===== config.mk =====
export PLATFORM = sky130hd
export DESIGN_NAME = xspi_crc_rx_ctrl
export DESIGN_NICKNAME = d
export VERILOG_FILES = /design/src/rtl/xspi_crc_pkg.sv /design/src/rtl/xspi_crc_rx_buf.sv /design/src/rtl/xspi_crc_rx_ctrl.sv
export SDC_FILE = /design/constraint.sdc
export NUM_CORES = 1
export LEC_CHECK = 0
export BUFFER_PORTS_ARGS = -buffer_cell sky130_fd_sc_hd__buf_2
export CAP_MARGIN = 40
export CORE_MARGIN = 2
export CORE_UTILIZATION = 50
export CTS_BUF_LIST = sky130_fd_sc_hd__clkbuf_16
export CTS_CLUSTER_SIZE = 16
export DETAILED_ROUTE_END_ITERATION = 8
export PLACE_DENSITY = 0.71
export SKIP_CTS_REPAIR_TIMING = 1
export SLEW_MARGIN = 5
export SYNTH_ARGS = -nofsm -noshare
export SYNTH_HDL_FRONTEND = slang
export SYNTH_SLANG_ARGS = --single-unit

===== constraint.sdc =====
create_clock -name clk -period 2.4 [get_ports clk]
set_clock_uncertainty 0.1 [all_clocks]
set_input_delay 0 -clock clk [delete_from_list [all_inputs] [get_ports clk]]
set_output_delay 0 -clock clk [all_outputs]
set_load 0.05 [all_outputs]

===== src/rtl/xspi_crc_pkg.sv =====
// Shared definitions for the xSPI 8S CRC receive path: CRC-8 constants,
// controller state encoding and the byte-wise CRC update.
package xspi_crc_pkg;

    localparam logic [7:0] CRC8_POLY = 8'h07;
    localparam logic [7:0] CRC8_INIT = 8'h00;

    typedef enum logic [2:0] {
        IDLE,
        RECV,
        DISCARD,
        CHECK,
        DRAIN
    } state_t;

    // MSB-first, non-reflected CRC-8 over one byte.
    function automatic logic [7:0] crc8_byte(input logic [7:0] crc, input logic [7:0] data);
        logic [7:0] c;
        // NOTE: blocking assignments are correct here; the function describes
        // a single combinational chain of eight shift/XOR steps.
        c = crc ^ data;
        for (int i = 0; i < 8; i++) begin
            c = c[7] ? ((c << 1) ^ CRC8_POLY) : (c << 1);
        end
        return c;
    endfunction

endpackage


===== src/rtl/xspi_crc_rx_buf.sv =====
// Payload staging buffer: MAX_LEN bytes written in order, read back in order,
// cleared by resetting both pointers.
module xspi_crc_rx_buf #(
    parameter int MAX_LEN = 16,
    localparam int PW = $clog2(MAX_LEN + 1)
) (
    input  logic          clk,
    input  logic          rst,
    input  logic          clr,
    input  logic          wr_en,
    input  logic [7:0]    wr_data,
    input  logic          rd_adv,
    output logic [7:0]    rd_data,
    output logic          rd_last,
    output logic [PW-1:0] len,
    output logic          full
);

    localparam int AW = (MAX_LEN > 1) ? $clog2(MAX_LEN) : 1;

    logic [7:0]    mem [MAX_LEN];
    logic [PW-1:0] wr_ptr;
    logic [PW-1:0] rd_ptr;

    // NOTE: the storage array has no reset; the pointers alone decide which
    // entries are meaningful, so clearing them is enough.
    always_ff @(posedge clk) begin
        if (wr_en && !full) begin
            mem[wr_ptr[AW-1:0]] <= wr_data;
        end
    end

    always_ff @(posedge clk or posedge rst) begin
        if (rst) begin
            wr_ptr <= '0;
            rd_ptr <= '0;
        end else if (clr) begin
            wr_ptr <= '0;
            rd_ptr <= '0;
        end else begin
            if (wr_en && !full) wr_ptr <= wr_ptr + PW'(1);
            if (rd_adv)         rd_ptr <= rd_ptr + PW'(1);
        end
    end

    assign len     = wr_ptr;
    assign full    = (wr_ptr == PW'(MAX_LEN));
    assign rd_data = mem[rd_ptr[AW-1:0]];
    assign rd_last = ((rd_ptr + PW'(1)) == wr_ptr);

endmodule


===== src/rtl/xspi_crc_rx_ctrl.sv =====
// Receive controller: buffers a frame, checks its trailing CRC-8 byte, then
// either releases the payload or requests retransmission / aborts.
module xspi_crc_rx_ctrl
    import xspi_crc_pkg::*;
#(
    parameter int MAX_LEN   = 16,
    parameter int MAX_RETRY = 3,
    parameter int TIMEOUT   = 255,
    localparam int RW = $clog2(MAX_RETRY + 1)
) (
    input  logic          clk,
    input  logic          rst,
    input  logic          rx_valid,
    input  logic [7:0]    rx_data,
    input  logic          rx_last,
    output logic          rx_ready,
    output logic          out_valid,
    output logic [7:0]    out_data,
    output logic          out_last,
    input  logic          out_ready,
    output logic          frame_ok,
    output logic          frame_err,
    output logic          retx_req,
    output logic          abort,
    output logic [RW-1:0] retry_cnt,
    output logic [7:0]    crc_calc
);

    localparam int PW = $clog2(MAX_LEN + 1);
    localparam int TW = $clog2(TIMEOUT + 1);

    state_t        state;
    logic [7:0]    crc;
    logic          match_q;
    logic [TW-1:0] idle_cnt;

    logic          rx_fire, out_fire, close, crc_match, discard_end, timeout_hit, fail_evt;
    logic          wr_en, buf_clr, full, rd_last;
    logic [7:0]    rd_data;
    logic [PW-1:0] len;

    // rx_ready is decoded from the state register; gating with rst holds it low
    // for the whole reset interval even though the state already reads IDLE.
    assign rx_ready  = !rst && (state == IDLE || state == RECV || state == DISCARD);
    assign rx_fire   = rx_valid && rx_ready;
    assign out_valid = (state == DRAIN);
    assign out_fire  = out_valid && out_ready;
    assign out_data  = out_valid ? rd_data : 8'h00;
    assign out_last  = out_valid && rd_last;
    assign crc_calc  = crc;

    assign close       = rx_fire && rx_last && (state == IDLE || state == RECV);
    assign crc_match   = (rx_data == crc);
    assign discard_end = rx_fire && rx_last && (state == DISCARD);
    assign timeout_hit = (state == RECV || state == DISCARD) && !rx_valid
                         && (idle_cnt == TW'(TIMEOUT - 1));
    assign fail_evt    = (close && !crc_match) || discard_end || timeout_hit;

    assign wr_en   = rx_fire && !rx_last && (state == IDLE || state == RECV);
    assign buf_clr = discard_end || timeout_hit || (out_fire && rd_last)
                     || (state == CHECK && !(match_q && len != '0));

    xspi_crc_rx_buf #(.MAX_LEN(MAX_LEN)) u_buf (
        .clk     (clk),
        .rst     (rst),
        .clr     (buf_clr),
        .wr_en   (wr_en),
        .wr_data (rx_data),
        .rd_adv  (out_fire),
        .rd_data (rd_data),
        .rd_last (rd_last),
        .len     (len),
        .full    (full)
    );

    always_ff @(posedge clk or posedge rst) begin
        if (rst) begin
            state     <= IDLE;
            crc       <= CRC8_INIT;
            match_q   <= 1'b0;
            idle_cnt  <= '0;
            retry_cnt <= '0;
            frame_ok  <= 1'b0;
            frame_err <= 1'b0;
            retx_req  <= 1'b0;
            abort     <= 1'b0;
        end else begin
            frame_ok  <= 1'b0;
            frame_err <= 1'b0;
            retx_req  <= 1'b0;
            abort     <= 1'b0;

            case (state)
                IDLE: if (rx_fire) begin
                    state <= rx_last ? CHECK : RECV;
                    if (!rx_last) crc <= crc8_byte(crc, rx_data);
                end
                RECV: if (rx_fire) begin
                    if (rx_last)   state <= CHECK;
                    else if (full) state <= DISCARD;
                    else           crc   <= crc8_byte(crc, rx_data);
                end else if (timeout_hit) begin
                    state <= IDLE;
                    crc   <= CRC8_INIT;
                end
                DISCARD: if (discard_end || timeout_hit) begin
                    state <= IDLE;
                    crc   <= CRC8_INIT;
                end
                CHECK: if (match_q && len != '0) begin
                    state <= DRAIN;
                end else begin
                    state <= IDLE;
                    crc   <= CRC8_INIT;
                end
                DRAIN: if (out_fire && rd_last) begin
                    state <= IDLE;
                    crc   <= CRC8_INIT;
                end
                default: state <= IDLE;
            endcase

            if ((state == RECV || state == DISCARD) && !rx_valid) idle_cnt <= idle_cnt + TW'(1);
            else                                                  idle_cnt <= '0;

            // The verdict is known on the edge that takes the CRC byte, so the
            // status pulses land in the CHECK cycle.
            if (close) match_q <= crc_match;
            if (close && crc_match) begin
                frame_ok  <= 1'b1;
                retry_cnt <= '0;
            end
            if (fail_evt) begin
                frame_err <= 1'b1;
                if (int'(retry_cnt) + 1 < MAX_RETRY) begin
                    retx_req  <= 1'b1;
                    retry_cnt <= retry_cnt + RW'(1);
                end else begin
                    abort     <= 1'b1;
                    retry_cnt <= '0;
                end
            end
        end
    end

endmodule


==> out/metrics.yaml <==
synth:
  synthArstFlopShare_pct: 21.95
  yosysWarnings: 0
  syn-num-nets: 463
  netlist_instances: 440
  ys_dominant_reg_cell: "edfxtp_1"
  synth-seq-cells: 164
  synthesis.area_um2: 7212
  ys_seq_area_share_pct: 65.79
  synth_edf_count: 128
  ys_types: 55
  avgSynthCellArea_um2: 16.39
placed_design:
  routabilityCongestion: 0.8384
  dp.cells: 684
  dpl.hpwl_mm: 9.807
  dp_slack_ns: 0.01879
  io_buffer_count: 37
die:
  initial_core_util_pct: 51.56
  die_w_um: 124.1
  io_pins: 38
  num_rows: 43
  die_h_um: 124.1
  dieArea_um2: 15400
  coreArea_um2: 13990
power_and_ir_drop:
  pwr-share-seq_pct: 43.3
  p_comb_share_pct: 25.4
  p_per_area_nw_per_um2: 882.4
  p_int_mw: 5.495
  switching_share_pct: 29.36
  p_leak_nw: 3.231
  power_switching_mw: 2.284
  irDropWorstVdd_mv: 0.5541
  pwr-share-clk_pct: 31.4
critical_path:
  crit_path_frequent_cell: "mux4_2"
  crit_arrival_ns: 2.50
  crit_family: "multiplexers"
  crit_chain: "clkbuf_16 -> mux4_2 -> mux4_2 -> and2_4 -> buf_8"
  path_depth: 5
  reg2reg_depth: 7
  crit_slowest_cell: "dfrtp_4"
  start_kind: "flop"
  crit_buf_inv: 2
  crit_path_start: "u_buf.rd_ptr[0]$_DFFE_PP0P_"
  r2r_slack_ns: 0.05
  r2r_start: "u_buf.rd_ptr[0]$_DFFE_PP0P_"
  critPathKind: "reg2out"
  end_kind: "primary output"
  worstPathMaxFanout: 8
  critPathMaxStageDelay_ns: 0.56
  crit_required_ns: 2.30
  r2r_end: "crc_calc[3]$_DFFE_PP0P_"
sta:
  fmax_ghz: 0.3842
  fin_ws_ns: -0.2025
  fin_setup_tns_ns: -1.561
  fin_crit_ns: 2.602
  setup_viol: 8
  tightest_slew_ns: 0.6276
  relSlewSlack_pct: 58.11
  final_hold_viol_count: 4
  rsz0062_at_grt: "true"
  min_period_over_period_pct: 108.4
  whs_ns: -0.002311
  drv_slew: 0
route:
  wl_per_cell_um: 21.12
  first_pass_iters: 4
  avgViaCountPerCell: 5.692
  initialDrtViolationCount: 406
  num_vias: 4178
  drc: 0
  postRouteAntennaNets: 0
  wl_mm: 15.50
clock_tree:
  cts.sinks: 164
  tritoncts.num_buffers: 17
  htree_levels: 4
  path_clk_slew_ns: 0.06
  insertion_delay_ns: 0.43
  cts_tree: "yes"
  clockBufferDepth: 2
  root_buffer: "clkbuf_16"
hold_path:
  whs_path_depth: 2
  worstHoldEndpoint: "u_buf.mem[6][2]$_DFFE_PP_"
  min_from: "rx_data[2]"
  hold_class: "in2reg"
final_layout:
  final_nets: 564
  fillers: 992
  num_antenna_cells: 0
  final_common_cell: "edfxtp_1"
  area_growth_syn_to_layout_pct: 22.24
  drive_gt1_share_pct: 34.30
  fin_cells: 734
  final_cell_mix: "edfxtp_1, buf_4, mux4_2, nor2_1, dfrtp_1"
grt:
  grt_pass1_vias: 4084
  antenna_found_initial: 0
  grt_overflow_total: 0
  track_usage_pct: 20.85
  grt_start_max_net_pins: 37
  grt_first_pass_wirelength_mm: 22.65
flow_run:
  drv_cap: 0
outcome:
  violations: "hold timing, setup timing"
  outcome: "complete, but fails checks"
## layout make-up
type                    count  area, um^2  area share, %
clock buffers              17       425.4          4.825
clock inverters            15       103.9          1.178
inverters                  13       48.80         0.5535
multi-input cells         245        2409          27.32
flip-flops and latches    164        4748          53.86
well taps                 180       225.2          2.555
repair buffers            100       855.8          9.708
## cell usage after synthesis (7+ instances only)
| cell | n | area share [%] |
|---|---|---|
| nand2_1 | 17 | 0.88 |
| ha_1 | 10 | 1.7 |
| dfrtp_1 | 36 | 12 |
| nor2_1 | 37 | 1.9 |
| mux4_2 | 40 | 12 |
| inv_1 | 13 | 0.68 |
| clkbuf_1 | 9 | 0.47 |
| nor3_1 | 7 | 0.49 |
| edfxtp_1 | 128 | 53 |
| o21ai_0 | 12 | 0.83 |
| xnor2_1 | 21 | 2.6 |
| xor2_1 | 15 | 1.8 |
| and2_1 | 9 | 0.78 |
| nand3_1 | 9 | 0.62 |
## sequential cells by signal (all words and copies together) (netlist names)
signal / count
idle_cnt: 8
abort: 1
u_buf.mem: 128
retry_cnt: 2
retx_req: 1
frame_err: 1
frame_ok: 1
state: 3
u_buf.rd_ptr: 5
u_buf.len: 5
crc_calc: 8
match_q: 1
## routing by layer
metal  track usage [%]  share of wire [%]  up-vias
li1                  -                  -     1895
met1             27.21                 41     2115
met2             33.64                 51      140
met3             4.258                5.3       28
met4             9.972                2.7        0
met5                 0                  0        -
## power groups by stage
| stage | Combinational (mW) | Clock, mW | Sequential, mW |
|---|---|---|---|
| 2_1_floorplan | 1.08 | 0 | 3.67 |
| 3_3_place_gp | 1.79 | 0 | 3.40 |
| 3_5_place_dp | 1.82 | 0 | 3.41 |
| 4_1_cts | 1.83 | 2.49 | 3.35 |
| 5_1_grt | 2.15 | 2.59 | 3.38 |
| 6_report | 1.97 | 2.44 | 3.36 |
## worst max path at each step
stage	to	slack (ns)
floorplan	u_buf.mem[1][0]$_DFFE_PP_	-0.12
detailed placement	crc_calc[3]$_DFFE_PP0P_	0.02
CTS	out_data[0]	-0.28
global placement	crc_calc[6]$_DFFE_PP0P_	0.06
global route	out_data[0]	-0.25
finish	out_data[4]	-0.20
## cell families (layout without fill, tap and decap cells)
group / Yosys count / after routing / synth area share, %
DFF: 164 / 164 / 65.79
and+or+nand+nor: 110 / 110 / 8.276
muxes: 47 / 47 / 13.57
AOI/OAI and AO/OA: 41 / 41 / 3.990
xor gates and xnor gates: 37 / 37 / 4.684
buffers and inverters: 31 / 145 / 1.960
adders and majority gates: 10 / 10 / 1.735
## metrics by stage
step	hold WS (ns)	power [mW]	instance area (um^2)	utilization, %
after floorplan	-0.001131	4.746	7217	-
after global placement	0.02199	5.185	7899	56.47
after detailed placement	0.06139	5.224	7899	56.47
after CTS	-0.4068	7.671	8428	60.25
after global routing	0.003405	8.127	8816	63.02
final	-0.002311	7.779	8816	63.02
Power figures use the tool's default switching activity.
